--- src/rtl/vga_timing_pkg.sv ---
// Shared raster-timing types and the default 1280x1024@60 timing set.
package vga_timing_pkg;
  localparam int COORD_W   = 12;
  localparam int COORD_MAX = 4096;

  typedef enum logic [1:0] {ACT, FP, SYNC, BP} phase_t;

  localparam int DEF_H_ACTIVE = 1280;
  localparam int DEF_H_FP     = 48;
  localparam int DEF_H_SYNC   = 112;
  localparam int DEF_H_BP     = 248;
  localparam int DEF_V_ACTIVE = 1024;
  localparam int DEF_V_FP     = 1;
  localparam int DEF_V_SYNC   = 3;
  localparam int DEF_V_BP     = 38;

  function automatic int seg_total(input int a, input int b, input int c, input int d);
    return a + b + c + d;
  endfunction
endpackage

--- src/rtl/vga_axis_counter.sv ---
// One raster axis: wrapping position counter plus ACT/FP/SYNC/BP phase tracker.
module vga_axis_counter
  import vga_timing_pkg::*;
#(
  parameter int SEG_ACT  = DEF_H_ACTIVE,
  parameter int SEG_FP   = DEF_H_FP,
  parameter int SEG_SYNC = DEF_H_SYNC,
  parameter int SEG_BP   = DEF_H_BP
) (
  input  logic               clk,
  input  logic               rst_n,
  input  logic               en,
  output logic [COORD_W-1:0] count,
  output phase_t             phase,
  output logic               wrap
);
  localparam int TOTAL = seg_total(SEG_ACT, SEG_FP, SEG_SYNC, SEG_BP);
  localparam logic [COORD_W-1:0] LAST_ACT  = COORD_W'(SEG_ACT - 1);
  localparam logic [COORD_W-1:0] LAST_FP   = COORD_W'(SEG_ACT + SEG_FP - 1);
  localparam logic [COORD_W-1:0] LAST_SYNC = COORD_W'(SEG_ACT + SEG_FP + SEG_SYNC - 1);
  localparam logic [COORD_W-1:0] LAST_ALL  = COORD_W'(TOTAL - 1);

  // Terminal count, not gated by en: the vertical axis qualifies it itself.
  assign wrap = (count == LAST_ALL);

  always_ff @(posedge clk or negedge rst_n) begin
    if (!rst_n) begin
      count <= '0;
      phase <= ACT;
    end else if (en) begin
      count <= wrap ? '0 : count + 12'd1;
      case (phase)
        ACT:     if (count == LAST_ACT)  phase <= FP;
        FP:      if (count == LAST_FP)   phase <= SYNC;
        SYNC:    if (count == LAST_SYNC) phase <= BP;
        BP:      if (wrap)               phase <= ACT;
        default:                         phase <= ACT;
      endcase
    end
  end
endmodule

--- src/rtl/vga_timing_gen.sv ---
// Raster scan generator: registered coordinates, syncs, active video and line/frame strobes.
module vga_timing_gen
  import vga_timing_pkg::*;
#(
  parameter int H_ACTIVE = DEF_H_ACTIVE,
  parameter int H_FP     = DEF_H_FP,
  parameter int H_SYNC   = DEF_H_SYNC,
  parameter int H_BP     = DEF_H_BP,
  parameter int V_ACTIVE = DEF_V_ACTIVE,
  parameter int V_FP     = DEF_V_FP,
  parameter int V_SYNC   = DEF_V_SYNC,
  parameter int V_BP     = DEF_V_BP,
  parameter bit HS_POL   = 1'b1,
  parameter bit VS_POL   = 1'b1
) (
  input  logic               CLK_VGA,
  input  logic               RESET_N,
  input  logic               PIX_EN,
  output logic [COORD_W-1:0] VGA_horzCoord,
  output logic [COORD_W-1:0] VGA_vertCoord,
  output logic               VGA_active,
  output logic               VGA_HS,
  output logic               VGA_VS,
  output logic               LINE_START,
  output logic               FRAME_START
);
  localparam int H_TOTAL = seg_total(H_ACTIVE, H_FP, H_SYNC, H_BP);
  localparam int V_TOTAL = seg_total(V_ACTIVE, V_FP, V_SYNC, V_BP);

  if (H_TOTAL > COORD_MAX || V_TOTAL > COORD_MAX ||
      H_ACTIVE == 0 || H_FP == 0 || H_SYNC == 0 || H_BP == 0 ||
      V_ACTIVE == 0 || V_FP == 0 || V_SYNC == 0 || V_BP == 0) begin : g_bad_params
    $error("vga_timing_gen: timing parameters out of range");
  end

  logic [COORD_W-1:0] h, v;
  phase_t             h_phase, v_phase;
  logic               h_wrap, v_wrap;
  logic               origin;

  vga_axis_counter #(
    .SEG_ACT(H_ACTIVE), .SEG_FP(H_FP), .SEG_SYNC(H_SYNC), .SEG_BP(H_BP)
  ) u_h (
    .clk(CLK_VGA), .rst_n(RESET_N), .en(PIX_EN),
    .count(h), .phase(h_phase), .wrap(h_wrap)
  );

  vga_axis_counter #(
    .SEG_ACT(V_ACTIVE), .SEG_FP(V_FP), .SEG_SYNC(V_SYNC), .SEG_BP(V_BP)
  ) u_v (
    .clk(CLK_VGA), .rst_n(RESET_N), .en(PIX_EN & h_wrap),
    .count(v), .phase(v_phase), .wrap(v_wrap)
  );

  // origin marks that the counters currently sit at (0,0); it replaces a wide compare.
  always_ff @(posedge CLK_VGA or negedge RESET_N) begin
    if (!RESET_N) begin
      VGA_horzCoord <= '0;
      VGA_vertCoord <= '0;
      VGA_active    <= 1'b0;
      VGA_HS        <= ~HS_POL;
      VGA_VS        <= ~VS_POL;
      LINE_START    <= 1'b0;
      FRAME_START   <= 1'b0;
      origin        <= 1'b1;
    end else begin
      LINE_START  <= PIX_EN && (h == '0);
      FRAME_START <= PIX_EN && origin;
      if (PIX_EN) begin
        VGA_horzCoord <= h;
        VGA_vertCoord <= v;
        VGA_active    <= (h_phase == ACT) && (v_phase == ACT);
        VGA_HS        <= (h_phase == SYNC) ? HS_POL : ~HS_POL;
        VGA_VS        <= (v_phase == SYNC) ? VS_POL : ~VS_POL;
        origin        <= h_wrap && v_wrap;
      end
    end
  end
endmodule

--- config.mk ---
export PLATFORM = sky130hd
export DESIGN_NAME = vga_timing_gen
export DESIGN_NICKNAME = d
export VERILOG_FILES = /design/src/rtl/vga_timing_pkg.sv /design/src/rtl/vga_axis_counter.sv /design/src/rtl/vga_timing_gen.sv
export SDC_FILE = /design/constraint.sdc
export NUM_CORES = 1
export LEC_CHECK = 0
export CAP_MARGIN = 20
export CORE_ASPECT_RATIO = 1.5
export CORE_MARGIN = 2
export CORE_UTILIZATION = 35
export CTS_CLUSTER_SIZE = 30
export DETAILED_ROUTE_END_ITERATION = 6
export GPL_TIMING_DRIVEN = 0
export SLEW_MARGIN = 5
export SYNTH_ARGS = -nofsm -noshare
export SYNTH_HDL_FRONTEND = slang
export SYNTH_SLANG_ARGS = --single-unit
--- constraint.sdc ---
create_clock -name CLK_VGA -period 2.75 [get_ports CLK_VGA]
set_clock_uncertainty 0.15 [all_clocks]
set_input_delay 0.55 -clock CLK_VGA [delete_from_list [all_inputs] [get_ports CLK_VGA]]
set_output_delay 0.55 -clock CLK_VGA [all_outputs]
set_load 0.005 [all_outputs]
==> flow_summary.ini, run 1 <==
[clocking]
cts_hold_buf = 0
cts_num_sinks = 58
cts_resized = 0
cts_buffers = 9
post_cts_buffers = 0
cts_buffer_depth = 2
cts_root_buf = clkbuf_16
clk_pin_slew_ns = 0.05
cts_tree = yes
htree_levels = 3
clk_latency_ns = 0.33

[power]
p_switching_uw = 558
seqPwrFrac_pct = 43.4
p_per_area_nw_per_um2 = 646
finalPower_mw = 2.32
leakage_nw = 1.65
p_comb_share_pct = 11.6
internal_power_mw = 1.76
peakVddDrop_mv = 0.411
p_sw_share_pct = 24.1
power.share.clock_pct = 45.1

[setup_path]
r2r-start = u_h.count[8]
rrSetupSlack_ns = 0.39
required_ns = 2.85
path_depth = 7
cp_slowest_cell = dfrtp_1
worstReg2RegEnd = u_v.count[10]
critPathKind = flop to flop
arrival_ns = 2.45
crit_path_end_kind = flop
cp_slowest_stage_delay_ns = 0.35
path_buf_inv = 2
cp_top_family = simple AND/OR/NAND/NOR gates
critPathMaxFanout = 9
r2r_cells = 7
cp-startpoint = u_h.count[8]
path_cells = buf_2, nor4b_1, nand4_1, or2_1, clkbuf_1, or3_1, o21ai_0
crit_end = u_v.count[10]
cp-start-kind = flop

[route]
drtPass1Iterations = 4
drc = 0
totalWireLength_microns = 5990
initialDrtViolationCount = 86
ant_nets = 0
routedWlPerCell_microns = 14.7
num_vias = 2069
vias_per_cell = 5.08

[global_routing]
grt_overflow = 0
grt_first_pass_wirelength_microns = 10400
antenna_found_initial = 0
grt_pass1_vias = 2141
grt_use_total_pct = 15.1
grt_max_degree = 59

[die]
die_y_microns = 115
ios = 32
rows = 40
floorplan.initialDensity_pct = 36.0
die_x_microns = 77.9
core_area_sq_um = 7960
fp.dieArea_sq_um = 8940

[finish]
postLayoutCellArea_sq_um = 3590
drive_above_1_share_pct = 19.2
syn2layout_area_growth_pct = 25.2
filler_cell_count = 762
antenna_cells = 0
final_common_cell = dfrtp_1
final_cell_mix = 57 x dfrtp_1, 30 x clkdlybuf4s50_1, 26 x mux2_2
multi_input_area_sq_um = 1290
ff_latch_area_sq_um = 1450
nets = 313

[timing]
setup_viol = 0
fin_ws_ns = 0.390
worst_slew_pin_slew_ns = 0.727
min_period_over_period_pct = 85.8
drv_slew = 0
max_freq_ghz = 0.424
hold_viol_final = 0
max-slew-margin-rel_pct = 51.5
rsz0062_at_grt = false
whs_ns = 0.145
min_period_ns = 2.36

[logic_synthesis]
synth_top_cell_by_area = dfrtp_1
synth.avg_cell_area_sq_um = 11.2
ys_async_sr_fraction_pct = 100
yosys-top-cells-area = dfrtp_1 50%, mux2_2 10%, ha_1 5.7%
synth_top_area_share_pct = 49.8
seq_area_frac_synth_pct = 50.7
ys.flop_type = dfrtp_1
synth.distinct_cells = 47
synth_edf_count = 0
synth_seq_cells = 58
syn-num-nets = 271
synth_cells = 255
netlist_area_sq_um = 2870
yosysWarningCount = 0

[job]
maxCapViolCount = 0

[placement]
place_ws_ns = 0.120
port_buffers = 31
placed_area_sq_um = 3300
place_congestion = 0.834
hpwl_microns = 4260

[status]
status = complete, no violations

[worst_hold_path]
hold_class = primary input to asynchronous set/reset pin
## flip-flops by register name (all words and copies together), names as in the netlist
register and count:
FRAME_START 1, LINE_START 1, VGA_HS 1, VGA_VS 1, VGA_active 1, VGA_horzCoord 12
VGA_vertCoord 12, origin 1, u_h.count 12, u_h.phase 2, u_v.count 12, u_v.phase 2
## per-layer routing
| metal | part of all wire [%] | wire length, microns | GRT usage (%) | up-vias |
|---|---|---|---|---|
| met5 | 0 | 0 | 0 | - |
| met4 | 2.4 | 144 | 7.98 | 0 |
| met3 | 3.4 | 206 | 4.71 | 12 |
| met2 | 52 | 3130 | 25.8 | 34 |
| met1 | 42 | 2510 | 16.8 | 1030 |
| li1 | - | - | - | 993 |
## power groups by stage
stage,Combinational [mW],Sequential [mW],Clock (mW)
2_1_floorplan,0.134,1.01,0
3_3_place_gp,0.265,1.02,0
3_5_place_dp,0.271,1.02,0
4_1_cts,0.275,1.00,1.09
5_1_grt,0.305,1.02,1.12
6_report,0.268,1.01,1.04
## per-stage QoR
| stage | setup TNS, ns | util, % | instances |
|---|---|---|---|
| global placement | -52.93 | 41.6 | 391 |
| detailed placement | 0 | 41.5 | 391 |
| finish | 0 | 45.1 | 407 |
| global route | 0 | 45.1 | 407 |
| floorplan | 0 | - | 255 |
| CTS | 0 | 45.1 | 407 |
## Yosys cell counts, types with 3 or more instances
master	instances
a21oi_1	3
and3_1	6
buf_2	3
clkbuf_1	6
dfrtp_1	57
ha_1	13
inv_1	18
mux2_2	26
mux2i_1	3
nand2_1	15
nand3_1	10
nand4_1	6
nor2_1	13
nor3_1	4
nor4_1	3
o21ai_0	16
o31ai_1	4
o41ai_1	4
xnor2_1	8
xor2_1	3
## cell type report
| type | instances | area share (%) |
|---|---|---|
| Tap cell | 105 | 3.66 |
| Inverter | 18 | 1.88 |
| Multi-Input combinational cell | 168 | 35.9 |
| Clock buffer | 14 | 7.64 |
| Timing Repair Buffer | 31 | 8.58 |
| Sequential cell | 58 | 40.5 |
| Buffer | 11 | 1.57 |
| Clock inverter | 2 | 0.279 |
## cell families after synthesis
family,count (synthesis),synth area share (%)
AOI/OAI and AO/OA,33,7.25
buffers and inverters,29,4.32
xor gates and xnor gates,11,3.36
DFF,58,50.7
adders and majority gates,13,5.68
and+or+nand+nor,81,16.9
muxes,30,11.8
## worst min path at each step
stage,from,to,slack [ns],depth (start not counted)
after floorplan,RESET_N,FRAME_START,0.10,0
after global placement,origin,origin,0.31,2
after detailed placement,origin,origin,0.31,2
after CTS,RESET_N,VGA_vertCoord[2],0.16,1
after global routing,RESET_N,VGA_vertCoord[2],0.21,1
final,RESET_N,VGA_vertCoord[2],0.15,1
No activity file was read; power rests on OpenSTA's default activity.
==> run 2: changes to the inputs <==
--- a/config.mk
+++ b/config.mk
@@ -12,7 +12,6 @@
 export CTS_CLUSTER_SIZE = 30
 export DETAILED_ROUTE_END_ITERATION = 6
 export GPL_TIMING_DRIVEN = 0
-export SLEW_MARGIN = 5
 export SYNTH_ARGS = -nofsm -noshare
 export SYNTH_HDL_FRONTEND = slang
 export SYNTH_SLANG_ARGS = --single-unit
==> run 2 against run 1 <==
- maximum frequency is 0.50% lower
- critical path depth did not move
- sequential power hardly changed
- sequential cell count is the same
- largest cell class unchanged
- cell area down 0.17%
- non-clock buffer count is 1 higher
- clock power shrank 4%
- global-route usage is essentially flat
==> flow_summary.ini, run 2 (synthesized netlist as in run 1, its figures left out) <==
[status]
status = complete, no violations

[global_routing]
grt_overflow = 0
antenna_found_initial = 0
grt_first_pass_wirelength_microns = 10400
grt_max_degree = 31
grt_pass1_vias = 2174
grt_use_total_pct = 15.1

[finish]
drive_above_1_share_pct = 18.7
filler_cell_count = 767
multi_input_area_sq_um = 1290
nets = 314
final_common_cell = dfrtp_1
antenna_cells = 0
utilization_pct = 45.0
syn2layout_area_growth_pct = 25.0
ff_latch_area_sq_um = 1450
final_cell_mix = 57 x dfrtp_1, 30 x clkdlybuf4s50_1, 26 x mux2_2
postLayoutCellArea_sq_um = 3580

[placement]
hpwl_microns = 4380
placed_area_sq_um = 3320
port_buffers = 31
place_congestion = 0.834

[setup_path]
critPathMaxFanout = 9
worstReg2RegEnd = u_v.count[10]
arrival_ns = 2.47
critPathKind = flop to flop
r2r_cells = 7
rrSetupSlack_ns = 0.38
crit_path_end_kind = flop
cp-start-kind = flop
required_ns = 2.85
r2r-start = u_h.count[5]

[clocking]
htree_levels = 3
clk_latency_ns = 0.33
cts_tree = yes
post_cts_buffers = 0
clk_pin_slew_ns = 0.05
cts_root_buf = clkbuf_16
cts_buffer_depth = 2
cts_buffers = 9
cts_num_sinks = 58
cts_hold_buf = 0
cts_resized = 0

[worst_hold_path]
hold_class = primary input to asynchronous set/reset pin

[timing]
min_period_over_period_pct = 86.2
max_freq_ghz = 0.422
setup_viol = 0
min_period_ns = 2.37
fin_tns_setup_ns = 0
drv_slew = 0
worst_slew_pin_slew_ns = 0.678
max-slew-margin-rel_pct = 54.8
hold_viol_final = 0
rsz0062_at_grt = false

[job]
maxCapViolCount = 0

[route]
vias_per_cell = 5.11
routedWlPerCell_microns = 15.1
totalWireLength_microns = 6130
ant_nets = 0
num_vias = 2068
drc = 0
initialDrtViolationCount = 106
drtPass1Iterations = 4

[die]
die_x_microns = 77.9
core_area_sq_um = 7960
fp.dieArea_sq_um = 8940
rows = 40
ios = 32
floorplan.initialDensity_pct = 36.0
die_y_microns = 115

[power]
p_per_area_nw_per_um2 = 634
finalPower_mw = 2.27
leakage_nw = 1.64
peakVddDrop_mv = 0.465
run 2: worst max-delay path: stages (launching register included):
cell,delay (ns)
dfrtp_1,0.35
buf_2,0.17
and4bb_2,0.35
nand4_1,0.32
or2_1,0.32
clkbuf_1,0.16
or3_1,0.32
o21ai_0,0.14
run 2: final cells by class:
class,instances,area share [%]
timing repair buffer,32,9.08
sequential,58,40.6
tap,105,3.67
clock buffer,13,7.27
inverter,18,1.89
multi-input combinational,168,36.0
buffer,11,1.57
run 2: metrics by stage:
step	hold WS, ns	instances	worst slack [ns]
3_3_place_gp	0.310	391	-0.927
5_1_grt	0.167	405	0.291
2_1_floorplan	0.104	255	0.582
4_1_cts	0.134	405	0.376
3_5_place_dp	0.314	392	0.101
6_report	0.108	405	0.378
run 2: how the worst max path moves through the flow:
stage / start / to / slack [ns] / cells after the start
2_1_floorplan: u_v.count[8] / u_v.phase[1] / 0.58 / 6
3_3_place_gp: RESET_N / VGA_horzCoord[0] / -0.93 / 1
3_5_place_dp: PIX_EN / u_h.phase[1] / 0.10 / 7
4_1_cts: u_h.count[5] / u_v.count[10] / 0.38 / 7
5_1_grt: u_h.count[5] / u_v.count[10] / 0.29 / 7
6_report: u_h.count[5] / u_v.count[10] / 0.38 / 7
run 2: per-layer routing:
metal	up-vias	global-route usage, %	share of wire, %
met4	0	7.02	2.6
met1	1025	16.2	41
met3	16	5.57	3.6
met2	39	26.4	53
met5	-	0	0
li1	988	-	-
run 2: report_power, final:
group | internal [mW] | leakage (nW) | total (mW) | switching, mW
Sequential | 0.933 | 0.764 | 1.01 | 0.0728
Combinational | 0.151 | 0.749 | 0.271 | 0.120
Clock | 0.641 | 0.128 | 0.995 | 0.353
Total | 1.73 | 1.64 | 2.27 | 0.546
==> run 3: changes to the inputs <==
--- a/config.mk
+++ b/config.mk
@@ -5,7 +5,8 @@
 export SDC_FILE = /design/constraint.sdc
 export NUM_CORES = 1
 export LEC_CHECK = 0
-export CAP_MARGIN = 20
+export ABC_AREA = 1
+export CAP_MARGIN = 10
 export CORE_ASPECT_RATIO = 1.5
 export CORE_MARGIN = 2
 export CORE_UTILIZATION = 35
==> run 3 against run 2 <==
- global-route usage is 2.3 points higher
- register-to-register slack better by 0.46 ns
- power is 34% higher
- largest power group is now clock
- synthesized cell count is 45% higher
==> flow_summary.ini, run 3 <==
[logic_synthesis]
synth.distinct_cells = 28
synth_top_area_share_pct = 47.1
synth_seq_cells = 58
synth.avg_cell_area_sq_um = 8.18
yosysWarningCount = 0
syn-num-nets = 386
synth_cells = 370
seq_area_frac_synth_pct = 48.0
yosys-top-cells-area = dfrtp_1 47%, nand2_1 12%, o21ai_0 6.1%
ys_async_sr_fraction_pct = 100
ys.flop_type = dfrtp_1
yosys-top-cells-count = 93 x nand2_1, 57 x dfrtp_1, 40 x inv_1, 37 x o21ai_0, 36 x nor2_1
synth_top_cell_by_area = dfrtp_1
netlist_area_sq_um = 3030
yosys.cell_count.top_type = nand2_1
synth_edf_count = 0

[finish]
nets = 429
filler_cell_count = 847
drive_above_1_share_pct = 11.7
postLayoutCellArea_sq_um = 3810
final_cell_mix = 93 x nand2_1, 57 x dfrtp_1, 40 x inv_1
final_common_cell = nand2_1
syn2layout_area_growth_pct = 26.0
antenna_cells = 0
utilization_pct = 45.3

[route]
totalWireLength_microns = 7420
dr_wl_met2_microns = 3970
met3_length_microns = 338
vias_per_cell = 4.97
ant_nets = 0
initialDrtViolationCount = 97
m1WireLength_microns = 2920
num_vias = 2607
drtPass1Iterations = 4
highest_layer = met4
routedWlPerCell_microns = 14.1
drc = 0

[global_routing]
grt_pass1_vias = 2604
grt_overflow = 0
grt_first_pass_wirelength_microns = 12500
grt_use_total_pct = 17.4
grt_max_degree = 39
antenna_found_initial = 0

[clocking]
clk_latency_ns = 0.34
cts_buffers = 9
cts_root_buf = clkbuf_16
post_cts_buffers = 0
cts_num_sinks = 58
cts_tree = yes
clk_pin_slew_ns = 0.05
cts_buffer_depth = 2
cts_hold_buf = 0
cts_resized = 0
htree_levels = 3

[status]
status = complete, no violations

[timing]
max_freq_ghz = 0.474
max-slew-margin-rel_pct = 64.6
min_period_ns = 2.11
min_period_over_period_pct = 76.8
hold_viol_final = 0
rsz0062_at_grt = false
setup_viol = 0
fin_tns_setup_ns = 0
drv_slew = 0
fin_ws_ns = 0.639
worst_slew_pin_slew_ns = 0.530

[worst_hold_path]
hold_class = primary input to asynchronous set/reset pin

[die]
core_area_sq_um = 8410
floorplan.initialDensity_pct = 36.0
ios = 32
die_x_microns = 79.9
rows = 41
fp.dieArea_sq_um = 9420
die_y_microns = 118

[placement]
port_buffers = 31
place_congestion = 0.925
placed_area_sq_um = 3490
hpwl_microns = 5480
place_ws_ns = 0.235

[power]
peakVddDrop_mv = 0.376
p_per_area_nw_per_um2 = 798
leakage_nw = 1.77

[setup_path]
required_ns = 2.79
crit_path_end_kind = flop
path_cells = clkdlybuf4s50_1, inv_1, buf_2, clkbuf_1, o21ai_0
critPathMaxFanout = 10
cp-start-kind = primary input
cp_slowest_stage_delay_ns = 0.45
arrival_ns = 2.16
critPathKind = primary input to flop
cp_slowest_cell = clkdlybuf4s50_1

[job]
maxCapViolCount = 0
## run 3: cell types whose count changed after synthesis, moves of 6 or more
cell     before  now
xnor2_1       8    0
nor2_1       13   36
mux2_2       26    0
xor2_1        3    9
inv_2         0    6
nand2_1      15   93
and3_1        6    0
inv_1        18   40
nand3_1      10   22
o21ai_0      16   37
o21ai_1       0    6
## run 3: per-layer routing
layer,track usage (%),vias to the layer above
met1,19.2,1256
met3,4.29,16
met2,30.4,62
li1,-,1273
met4,8.58,0
met5,0,-
## run 3: stage by stage
| stage | hold WS [ns] | cells | power, mW |
|---|---|---|---|
| 3_3_place_gp | 0.305 | 508 | 1.81 |
| 5_1_grt | 0.0550 | 525 | 3.23 |
| 4_1_cts | 0.0345 | 525 | 3.07 |
| 3_5_place_dp | 0.309 | 509 | 1.83 |
| 6_report | 0.0273 | 525 | 3.04 |
| 2_1_floorplan | 0.104 | 370 | 1.54 |
## run 3: kinds of logic (layout without fill, tap and decap cells)
family                     Yosys count  count (layout)  share of synthesized area (%)
and+or+nand+nor                    182             182                           27.0
buffers and inverters               55             103                           7.52
adders and majority gates           13              13                           5.37
DFF                                 58              58                           48.0
AOI/OAI and AO/OA                   53              53                           9.55
xor gates and xnor gates             9               9                           2.60
## run 3: area by class of cell
class                   count  area (sq um)  share of cell area (%)
clock buffers              10           239                    6.26
clock inverters             6          90.1                    2.36
repair buffers             32           325                    8.53
multi-input cells         257          1350                    35.3
inverters                  46           173                    4.53
flip-flops and latches     58          1450                    38.1
plain buffers               9          55.1                    1.44
well taps                 107           134                    3.51
## run 3: critical path, delay by kind of cell
family	cells	cell delay, ns
buf+inv	4	1.43
compound gates	1	0.16
## run 3: final timing paths
path	from	to	slack (ns)	cells after the start
worst max-delay path	PIX_EN	VGA_vertCoord[6]	0.64	5
worst min-delay path	RESET_N	VGA_horzCoord[1]	0.03	1
worst max register to register	u_v.count[0]	u_v.phase[1]	0.84	8
worst min register to register	VGA_horzCoord[6]	VGA_horzCoord[6]	0.32	2
max in group asynchronous	RESET_N	VGA_active	1.83	2
min in group CLK_VGA	VGA_horzCoord[6]	VGA_horzCoord[6]	0.32	2
## run 3: power breakdown
group	internal (mW)	total [mW]	switching, mW	leakage (nW)
clock network	0.818	1.23	0.413	0.159
registers	1.01	1.16	0.148	0.704
logic	0.284	0.656	0.373	0.912
total	2.11	3.04	0.934	1.77
==> patch (config.mk and constraints of run 1) <==
Reset style: synchronous (`RESET_N` and `rst_n`), changed in 2 clocked blocks.
--- a/src/rtl/vga_axis_counter.sv
+++ b/src/rtl/vga_axis_counter.sv
@@ -25,3 +25,3 @@
 
-  always_ff @(posedge clk or negedge rst_n) begin
+  always_ff @(posedge clk) begin
     if (!rst_n) begin
--- a/src/rtl/vga_timing_gen.sv
+++ b/src/rtl/vga_timing_gen.sv
@@ -55,3 +55,3 @@
   // origin marks that the counters currently sit at (0,0); it replaces a wide compare.
-  always_ff @(posedge CLK_VGA or negedge RESET_N) begin
+  always_ff @(posedge CLK_VGA) begin
     if (!RESET_N) begin
Check against the original RTL: differs if RESET_N is asserted again (counterexample within 4 cycles, from zero or initial values and one cycle with RESET_N low); with RESET_N held inactive, the same outputs for 10 cycles.
==> patch against run 1 <==
Sequential cell count stayed put. Wire length fell by 1.7%. Die area decreased by 6.1%. Final cell count is 7.6% higher. Critical path depth decreased by 1. Hold slack better by 0.15 ns. Synthesized area shrank 6.4%. Design area is 6.2% lower. Worst setup slack lost 0.14 ns. Highest routed layer unchanged. Largest cell class is now multi-input combinational cells.
Power is not compared: it rests on default switching activity, and its combinational part moved more than twofold at a synthesized area within 25%.
==> patch: results <==
[run_status]
status = complete, no violations

[critical_path]
crit_fanout = 10
r2r_start = u_h.count[3]
r2r_slack_ns = 0.25
cpMaxStageDelayCell = or4_4
cpPeakStageDelay_ns = 0.58
worst-r2r-cell-count = 6

[yosys]
synthTopCellsByCount = dfxtp_1, nor2_1, mux2i_1, nand2_1, inv_1
syn-num-nets = 307
synth_fa_ha_area_share_pct = 6.07
synth_mux_area_share_pct = 9.33
syn_inst = 291
netlist_top_cells_area = dfxtp_1, mux2i_1, nor2_1
yosysUniqueCellTypes = 40
ys_seq_area_share_pct = 43.3

[placed_design]
dp_cells = 422
dpl.hpwl_mm = 4.27
dpl_worst_slack_ns = 0.269
port-buffer-count = 29

[global_routing]
grt_max_degree = 11
gr-usage-met1_pct = 17.6
grt.met3_usage_pct = 4.36

[detailed_routing]
drtIter0Drc = 85
wl_met2_mm = 3.08
m1WireLength_mm = 2.44
met3_length_um = 220
avgRoutedWirePerCell_um = 13.5
via_count = 2138

[finish]
area_growth_pct = 25.5
fin_nets = 347

[sta]
relSlewSlack_pct = 50.4
[patch: cell count changes after synthesis, sizes merged, moves of 13 or more]
cell and delta:
o21ai -13, dfrtp -57, mux2i +22, mux2 -27
nor2 +40, dfxtp +58
[patch: worst max path at each step]
stage / start / end / slack (ns) / cells after the start
2_1_floorplan: u_h.count[5] / u_v.phase[0] / 0.40 / 7
3_3_place_gp: u_h.count[3] / u_h.count[2] / 0.28 / 6
3_5_place_dp: u_h.count[8] / u_h.count[4] / 0.27 / 7
4_1_cts: u_h.count[3] / u_h.count[4] / 0.26 / 6
5_1_grt: u_h.count[0] / u_h.count[6] / 0.11 / 7
6_report: u_h.count[3] / u_h.count[4] / 0.25 / 6
[patch: area by class of cell]
class / count / share of cell area, %
Clock buffer: 13 / 7.44
Timing Repair Buffer: 29 / 8.63
Tap cell: 102 / 3.79
Inverter: 16 / 1.79
Clock inverter: 3 / 0.446
Sequential cell: 58 / 34.5
Buffer: 13 / 2.12
Multi-Input combinational cell: 204 / 41.3
